File: src/rtl/program_loader.sv
// ============================================================================
// Module   : program_loader
// Purpose  : Boot loader: receives a length-prefixed big-endian 16-bit word
//            image over valid/ready, writes it to instruction memory from
//            address 0, then releases the CPU reset.
//            Optional trailing checksum byte enabled by LOADER_CHECKSUM_EN.
// Revision : 1.0  initial release
// ============================================================================
`default_nettype none

module program_loader #(
   parameter int ADDR_W = 8
) (
   input  logic              Clock,
   input  logic              Reset,
   input  logic [7:0]        RxData,
   input  logic              RxValid,
   output logic              RxReady,
   output logic [ADDR_W-1:0] MemAddr,
   output logic [15:0]       MemData,
   output logic              MemRW,
   output logic              CpuReset,
   output logic              Done,
   output logic              Error
);

   localparam logic [31:0] MAX_WORDS = 32'd1 << ADDR_W;

   typedef enum logic [2:0] {
      LEN_HI = 3'd0,
      LEN_LO = 3'd1,
      DAT_HI = 3'd2,
      DAT_LO = 3'd3,
      WRITE  = 3'd4,
      CSUM   = 3'd5,
      RUN    = 3'd6,
      ERR    = 3'd7
   } state_t;

`ifdef LOADER_CHECKSUM_EN
   localparam state_t END_STATE = CSUM;
`else
   localparam state_t END_STATE = RUN;
`endif

   state_t            state;
   state_t            state_next;
   logic [15:0]       count;
   logic [15:0]       word;
   logic [ADDR_W:0]   written;
   logic [ADDR_W-1:0] addr;

   logic              rx_state;
   logic              accept;
   logic [15:0]       count_new;
   logic [ADDR_W:0]   written_inc;
   logic              last_word;

`ifdef LOADER_CHECKSUM_EN
   logic [7:0]        sum;
   logic [7:0]        csum_total;
   assign csum_total = sum + RxData;
   assign rx_state   = (state == LEN_HI) || (state == LEN_LO) || (state == DAT_HI) ||
                       (state == DAT_LO) || (state == CSUM);
`else
   assign rx_state   = (state == LEN_HI) || (state == LEN_LO) || (state == DAT_HI) ||
                       (state == DAT_LO);
`endif

   assign RxReady     = Reset && rx_state;
   assign accept      = RxValid && RxReady;
   // The low length byte is decided on in the same cycle it arrives.
   assign count_new   = {count[15:8], RxData};
   assign written_inc = written + (ADDR_W+1)'(1);
   assign last_word   = (32'(written_inc) == 32'(count));
   assign MemAddr     = addr;
   assign MemData     = word;

   always_ff @(posedge Clock) begin
      if (!Reset) begin
         state <= LEN_HI;
      end else begin
         state <= state_next;
      end
   end

   always_comb begin
      state_next = state;
      MemRW      = 1'b0;
      CpuReset   = 1'b0;
      Done       = 1'b0;
      Error      = 1'b0;
      case (state)
         LEN_HI: if (accept) state_next = LEN_LO;
         LEN_LO: begin
            if (accept) begin
               if (32'(count_new) > MAX_WORDS) begin
                  state_next = ERR;
               end else if (count_new == 16'd0) begin
                  state_next = END_STATE;
               end else begin
                  state_next = DAT_HI;
               end
            end
         end
         DAT_HI: if (accept) state_next = DAT_LO;
         DAT_LO: if (accept) state_next = WRITE;
         WRITE: begin
            MemRW      = 1'b1;
            state_next = last_word ? END_STATE : DAT_HI;
         end
         CSUM: begin
`ifdef LOADER_CHECKSUM_EN
            if (accept) state_next = (csum_total == 8'd0) ? RUN : ERR;
`else
            state_next = LEN_HI;
`endif
         end
         RUN: begin
            CpuReset = 1'b1;
            Done     = 1'b1;
         end
         ERR: Error = 1'b1;
         default: state_next = LEN_HI;
      endcase
   end

   always_ff @(posedge Clock) begin
      if (!Reset) begin
         count   <= '0;
         word    <= '0;
         written <= '0;
         addr    <= '0;
      end else begin
         if (accept) begin
            case (state)
               LEN_HI: count[15:8] <= RxData;
               LEN_LO: count[7:0]  <= RxData;
               DAT_HI: word[15:8]  <= RxData;
               DAT_LO: word[7:0]   <= RxData;
               default: ;
            endcase
         end
         // Address wraps after the final word of a full-size image; no write follows.
         if (state == WRITE) begin
            addr    <= addr + ADDR_W'(1);
            written <= written_inc;
         end
      end
   end

`ifdef LOADER_CHECKSUM_EN
   always_ff @(posedge Clock) begin
      if (!Reset) begin
         sum <= '0;
      end else if (accept && (state != CSUM)) begin
         sum <= sum + RxData;
      end
   end
`endif

endmodule

`default_nettype wire

File: config.mk
export PLATFORM = sky130hd
export DESIGN_NAME = program_loader
export DESIGN_NICKNAME = d
export VERILOG_FILES = /design/src/rtl/program_loader.sv
export SDC_FILE = /design/constraint.sdc
export NUM_CORES = 1
export LEC_CHECK = 0
export ABC_AREA = 1
export BUFFER_PORTS_ARGS = -buffer_cell sky130_fd_sc_hd__buf_2
export CAP_MARGIN = 10
export CORE_MARGIN = 1.5
export CORE_UTILIZATION = 35
export DETAILED_ROUTE_END_ITERATION = 8
export SLEW_MARGIN = 0
export SYNTH_ARGS = -nofsm -noshare
export SYNTH_HDL_FRONTEND = slang
export SYNTH_SLANG_ARGS = --single-unit
File: constraint.sdc
create_clock -name Clock -period 3.9 [get_ports Clock]
set_clock_uncertainty 0.15 [all_clocks]
set_input_delay 0.39 -clock Clock [delete_from_list [all_inputs] [get_ports Clock]]
set_output_delay 0.39 -clock Clock [all_outputs]
set_load 0.01 [all_outputs]
After elaboration in Yosys (flattened, before gate mapping). Cells that the tools add are included.

Bits in writable memories: 0. Memories kept: 0. Word-level logic and storage cells: 46. Latch bits: 0. Register bits: 52. Input bits: 11. Bits in read-only memories: 0. Output and inout bits: 29.

Reductions and logical operators: 13. Shift-type cells: 0. $lt $le $gt $ge: 1. Bitwise gates (word level): 0. Muxes and demuxes: 11. Eq/ne operators: 12. Multipliers: 0. Divide/modulo/power cells: 0. Add/sub/neg operators: 2.

Operators with widths (count): two-way mux 3 bit (7); case mux 3 bit (6 select lines) (1); == test 9 x 16 -> 1 bit (1); greater-than comparator 16 x 9 -> 1 bit (second input constant) (1); zero test 16 bit (1); == test 3 bit (second input constant) (4); adder 9 x 1 -> 9 bit (second input constant) (1); adder 8 x 1 -> 8 bit (second input constant) (1); != test 2 bit (second input constant) (4); AND reduction 2 bit (4); == test 3 x 2 -> 1 bit (second input constant) (2); nonzero test 6 bit (1); AND reduction 5 bit (1); == test 3 x 1 -> 1 bit (second input constant) (1); zero test 3 bit (1); logical OR 1 bit (3); two-way mux 1 bit (3); logical AND 1 bit (2).

Depth between registers and ports, before layout. Gate-level depths: netlist (run 1).

Word-level depth: 8. Depth in mapped cells: 13. Depth with buffers taken out: 13.

Least setup slack after synthesis (run 1). OpenSTA, ideal clock, no wires.

Path kind: reg-to-reg. From: register written[0]. To: register state[2]. Setup time: 66 ps. Slack: 2308 ps. Stages on the path, launching flop included: 14. Path buffers: 0. Arrival time: 1376 ps. Clock period less this slack: 1592 ps. Data required time: 3684 ps. Cell sequence: dfxtp_1 ha_1 nand2_1 nor2_4 nand2_2 nand2_1 nand2_1 nand2_1 nand2_1 nor2_1 nand3_1 nand2_1 nand2_1 a21oi_2.

Word-level cells in the longest chain between the ends: 4.

RTL lines: start: declaration (line 50) `logic [ADDR_W:0] written;`; start signal: assignment (line 147) `written <= written_inc;`; adder 9 x 1 -> 9 bit (line 74) `assign written_inc = written + (ADDR_W+1)'(1);`; == test 9 x 16 -> 1 bit (line 75) `assign last_word = (32'(written_inc) == 32'(count));`; two-way mux 3 bit (line 110) `state_next = last_word ? END_STATE : DAT_HI;`; case mux 3 bit (6 select lines) (line 93) `case (state)`; end signal: assignment (line 83) `state <= state_next;`; end: declaration (line 46) `state_t state;`.

Every way passes these cells. A chain may end at the register's enable or synchronous reset.

Final worst setup path (run 1).
From: register state[1]. To: register addr[7] (netlist: MemAddr[7]).

Word-level cells in the longest chain between the ends: 1.

RTL lines: == test 3 bit (line 145) `if (state == WRITE) begin`; end signal: assignment (line 146) `addr <= addr + ADDR_W'(1);`; end: declaration (line 51) `logic [ADDR_W-1:0] addr;`.

Every way passes these cells.

==> flow_summary.ini, run 1 <==
[run_status]
outcome = complete, no violations

[clocking]
post-cts-setup-buffer-count = 0
post_cts_resized = 0
clkSlewWorstSetupHoldPaths_ns = 0.11
htreeDepth = 2
cts_tree = done
clock-root-buffer = clkbuf_8
clockBufferDepth = 2
clock_latency_ns = 0.31
cts.sinks = 52
numCtsBuffers = 5
hold_buffers = 0

[place]
hpwl_mm = 4.17
port_buffers = 39
dp.cells = 470
pre_cts_slack_ns = 1.81
gp_congestion = 0.809
placed_area_mm2 = 0.00272

[power_and_ir_drop]
leakage_uw = 0.00126
p_sw_uw = 272
p_clk_frac = 0.336
netSwitchingFraction = 0.277
pwr-share-comb = 0.095
vdd_ir_drop_max_v = 0.000175
power_frac_seq = 0.569
power.density_mw_per_mm2 = 348
internal_power_uw = 710

[synthesis]
synth_nets = 357
synth_top_family_by_area = simple AND/OR/NAND/NOR gates
synth_area_mm2 = 0.00245
synth_compound_area_frac = 0.174
synth_mux_area_frac = 0
synth-adder-area-share = 0.0102
synth.avg_cell_area_um2 = 7.13
ys_types = 34
synth-xor-area-share = 0.00357
syn_inst = 344
seq_area_frac_synth = 0.424
synth-simple-area-share = 0.301
ys_warn_count = 0
ys_seq_elements = 52

[floorplan]
ios = 40
core_area_mm2 = 0.00679
dieWidth_um = 86.7
start_util = 0.361
die_y_um = 86.7
fp-row-count = 30
die_area_mm2 = 0.00752

[sta]
min_period_ns = 2.05
rsz0062_at_grt = no
drv_slew = 0
setup_viol = 0
fin_crit_sh = 0.526
setup_slack_ns = 1.85
max_freq_mhz = 488
setup_tns_ns = 0
tightest_slew_ns = 0.626
hold_violations = 0
slew_headroom = 0.581

[setup_path]
worstRegToRegCells = 8
r2r-start = state[1]
cp-start-kind = flop
worstSetupEndpoint = MemAddr[7]
worstReg2RegEnd = MemAddr[7]
crit_fanout = 18
critPathCaptureType = flop
cp-startpoint = state[1]
rrSetupSlack_ns = 1.85
critPathRequiredTime_ns = 3.96
cp.arrival_ns = 2.11
path_class = reg -> reg

[finish]
final_cell_mix = 58 x nor2_1, 52 x dfxtp_1, 46 x o21ai_0
area_growth_pct = 14.9
final_common_cell = nor2_1
num-nets-final = 394
drive_above_1_share = 0.188
fin_area_mm2 = 0.00282
final_core_util = 0.415
num_antenna_cells = 0
n_fill_cell = 736
fin_cells = 478

[global_route]
grt_max_degree = 44
grt_pass1_vias = 2149
grt_overflow = 0
antenna_found_initial = 0
grt_pass1_wl_mm = 9.83
grt_util_all_layers = 0.165

[routing]
drt-pass1-iter-count = 4
via_per_inst = 4.89
vias = 2336
drc = 0
drt_wl_total_mm = 5.72
wl_per_cell_um = 12.0
drt-initial-drc-count = 123
postRouteAntennaNets = 0

[worst_hold_path]
hold_path.class = in -> reg

[job]
cap_violations = 0
-- worst min path at each step --
stage                        to  startpoint  slack [ns]  cells past startpoint
global route        MemData[10]   RxData[2]        0.24                      3
global placement     MemAddr[7]  MemAddr[7]        0.31                      2
detailed placement   MemAddr[7]  MemAddr[7]        0.31                      2
floorplan              count[3]    count[3]        0.29                      2
finish               MemData[1]   RxData[1]        0.24                      3
CTS                    count[1]   RxData[1]        0.24                      3
-- flip-flops by register name (all words and copies together), names as in the netlist --
register  flops
MemAddr       8
state         3
written       9
count        16
MemData      16
-- critical path, stage by stage (launching register included) --
cell and delay (ns):
dfxtp_1 0.36, inv_1 0.13, nand2_1 0.13, nor2_4 0.35, inv_1 0.27, nor4_2 0.24, nand2_1 0.10, o21ai_0 0.16
a21oi_1 0.05
-- through the flow --
step | hold slack, ns | total power (uW)
after global routing | 0.242 | 1030
after detailed placement | 0.314 | 664
after global placement | 0.309 | 663
after floorplan | 0.294 | 634
after CTS | 0.238 | 992
final | 0.243 | 982
-- cell usage after synthesis --
cell type,instances,area [um^2]
inv_2,3,11.3
o21ai_2,1,8.76
nand2_1,43,161
clkbuf_1,3,11.3
nor4_1,1,6.26
nand4_1,3,18.8
a211oi_1,1,7.51
inv_1,37,139
nor2_2,2,12.5
and3_1,2,12.5
ha_1,2,25.0
nor2_1,58,218
nor3_1,7,35.0
clkinv_4,1,8.76
buf_4,3,22.5
a21oi_1,27,135
dfxtp_1,52,1040
or2_2,4,25.0
o211ai_1,2,15.0
xor2_1,1,8.76
buf_2,3,15.0
nor2_4,7,78.8
buf_1,1,3.75
nand3b_1,1,7.51
nand3_1,23,115
nand2_2,3,18.8
nor4_2,1,12.5
a41oi_1,1,8.76
a31oi_1,1,6.26
o21ai_0,46,230
o21a_1,1,7.51
nand2_4,1,11.3
a21oi_2,1,8.76
and2_1,1,6.26
-- power groups by stage --
stage                     sequential [uW]  clock, uW  combinational (uW)
after floorplan                       569          0                65.1
after global placement                571          0                92.1
after detailed placement              571          0                93.4
after CTS                             559        339                93.9
after global routing                  561        358                 108
final                                 559        330                93.4
-- cell type report --
cell class	count	area (um^2)	share of cell area
well taps	96	120	0.0426
clock inverters	3	27.5	0.00976
multi-input cells	241	1200	0.426
flip-flops and latches	52	1040	0.369
repair buffers	40	203	0.0719
inverters	41	159	0.0563
clock buffers	5	68.8	0.0244
-- kinds of logic (layout without fill, tap and decap cells) --
logic type	Yosys count	in the layout
DFF	52	52
AOI/OAI and AO/OA	81	81
buffers and inverters	51	89
adders and majority gates	2	2
and+or+nand+nor	157	157
xor gates and xnor gates	1	1
-- per-layer routing --
| layer | track usage | routed length (um) | vias up | part of all wire |
|---|---|---|---|---|
| met5 | 0 | 0 | - | 0 |
| met2 | 0.288 | 2880 | 32 | 0.50 |
| met3 | 0.0286 | 153 | 7 | 0.027 |
| li1 | - | - | 1198 | - |
| met4 | 0.0499 | 81 | 0 | 0.014 |
| met1 | 0.206 | 2600 | 1099 | 0.45 |
Note: power is estimated with default switching activity, not from simulation.
==> inputs of run 2 (changes only) <==
ABC_AREA = 0   (was 1)
clock period = 2 ns   (was 3.9 ns; I/O delays follow)
==> run 2 against run 1 <==
Routed wire length shrank 5.7%. Final area rose by 8.1%. Worst setup slack worse by 1.8 ns. Sequential share of layout area is 2.7 points lower. Die area up 2.7%. Combinational power up 130%. Critical path type unchanged. Critical endpoint is now state[2].
==> flow_summary.ini, run 2 <==
[synthesis]
synth_nets = 268
seq_area_frac_synth = 0.413
ys_types = 46
synth.avg_cell_area_um2 = 9.89
synth_area_mm2 = 0.00252
synth_area_leaders = dfxtp_1 41%, mux2i_1 14%, nor2b_1 9.4%, xnor2_1 4.5%, and2_1 3.5%
syn_inst = 255
ys_async_sr_fraction = 0
synthFlopType = dfxtp_1
synth_enable_flop_cells = 0
ys_warn_count = 0
ys_seq_elements = 52
synth_commonest_cells = 52 x dfxtp_1, 38 x nor2b_1, 35 x mux2i_1
synth_top_area_cell = dfxtp_1
yosysMostFrequentCell = dfxtp_1
synth_top_area_frac = 0.413

[power_and_ir_drop]
internal_power_uw = 1430
netSwitchingFraction = 0.268
power_frac_seq = 0.555
p_clk_frac = 0.337
leakage_uw = 0.00122
power.density_mw_per_mm2 = 641
p_total_uw = 1950
p_sw_uw = 524
vdd_ir_drop_max_v = 0.000268
pwr-share-comb = 0.109

[clocking]
cts.sinks = 52
clockBufferDepth = 2
clkSlewWorstSetupHoldPaths_ns = 0.11
numCtsBuffers = 5
htreeDepth = 2
cts_tree = done
clock_latency_ns = 0.32
hold_buffers = 0
post_cts_resized = 0
clock-root-buffer = clkbuf_8
post-cts-setup-buffer-count = 0

[global_route]
grt_max_degree = 36
grt_pass1_wl_mm = 9.00
grt_overflow = 0
grtUsageMet1 = 0.218
grt_pass1_vias = 1828
antenna_found_initial = 0
use_met2 = 0.226
grt_util_all_layers = 0.151
grt-busiest-layer = met2
grtUsageMet3 = 0.0283

[setup_path]
path_class = reg -> reg
cp-start-kind = flop
cp.arrival_ns = 2.00
crit_fanout = 2
crit_slowest_cell = or4_4
slowest_delay_ns = 0.54
critPathCaptureType = flop
critPathRequiredTime_ns = 2.06
path_cells = or4_4 > nor4_4 > nand4_1 > or3_1 > o41ai_2

[place]
port_buffers = 39
gp_congestion = 0.750
placed_area_mm2 = 0.00294
hpwl_mm = 3.91

[finish]
final_common_cell = dfxtp_1
final_core_util = 0.444
area_growth_pct = 20.8
seq_area_mm2 = 0.00104
drive_above_1_share = 0.255
multi_input_comb_area_mm2 = 0.00143
fin_area_mm2 = 0.00305
num_antenna_cells = 0
num-nets-final = 322
n_fill_cell = 687
final_cell_mix = 50 x dfxtp_1, 39 x buf_2, 38 x nor2b_1

[routing]
via_per_inst = 4.78
drt-pass1-iter-count = 4
drt_wl_total_mm = 5.39
wl_per_cell_um = 13.3
drc = 0
vias = 1939
drt-initial-drc-count = 40
postRouteAntennaNets = 0

[floorplan]
core_area_mm2 = 0.00687
fp-row-count = 30
dieWidth_um = 87.9
ios = 40
die_y_um = 87.9
start_util = 0.367
die_area_mm2 = 0.00773

[worst_hold_path]
hold_path.class = in -> reg

[run_status]
outcome = complete, no violations

[sta]
max_freq_mhz = 517
setup_viol = 0
slew_headroom = 0.742
rsz0062_at_grt = yes
tightest_slew_ns = 0.386
min_period_ns = 1.93
hold_violations = 0
drv_slew = 0
fin_crit_sh = 0.967
worst_hold_slack_ns = 0.0641

[job]
cap_violations = 0
-- run 2: worst paths after layout --
path                                  from          to  slack (ns)  cells after the start
worst max-delay path             count[12]    state[2]        0.07                      5
worst min register to register  MemData[3]  MemData[3]        0.38                      2
worst min-delay path             RxData[1]    count[1]        0.06                      3
worst max register to register   count[12]    state[2]        0.07                      5
-- run 2: area by class of cell --
| type | count | area share |
|---|---|---|
| Clock buffer | 5 | 0.0226 |
| Clock inverter | 3 | 0.00944 |
| Inverter | 2 | 0.00246 |
| Multi-Input combinational cell | 189 | 0.470 |
| Sequential cell | 52 | 0.342 |
| Tap cell | 96 | 0.0394 |
| Timing Repair Buffer | 59 | 0.113 |
-- run 2: cell families after synthesis --
logic type | share of synthesized area
and+or+nand+nor | 0.265
DFF | 0.413
muxes | 0.139
AOI/OAI and AO/OA | 0.0739
xor gates and xnor gates | 0.0754
buffers and inverters | 0.0238
adders and majority gates | 0.00992
-- run 2: per-layer routing --
layer / wire length, um / part of all wire
met1: 2790 / 0.52
met3: 104 / 0.019
met5: 0 / 0
met2: 2420 / 0.45
met4: 77 / 0.014
-- run 2: power by group through the flow --
stage / logic, uW / clock network [uW] / registers [uW]
after floorplan: 138 / 0 / 1100
after CTS: 213 / 676 / 1080
after global placement: 210 / 0 / 1110
final: 212 / 658 / 1080
after detailed placement: 212 / 0 / 1110
after global routing: 235 / 713 / 1090
-- run 2: through the flow --
stage	setup slack [ns]	TNS, ns	cells
floorplan	0.0418	0	255
global placement	0.144	0	398
detailed placement	0.0772	0	398
CTS	0.0368	0	406
global route	-0.0353	-0.0353	406
finish	0.0657	0	406
-- run 2: worst max-delay path, delay by kind of cell, from the launching register on --
kind / cells / cell delay [ns]
compound gates: 1 / 0.22
flops: 1 / 0.33
simple gates: 4 / 1.14
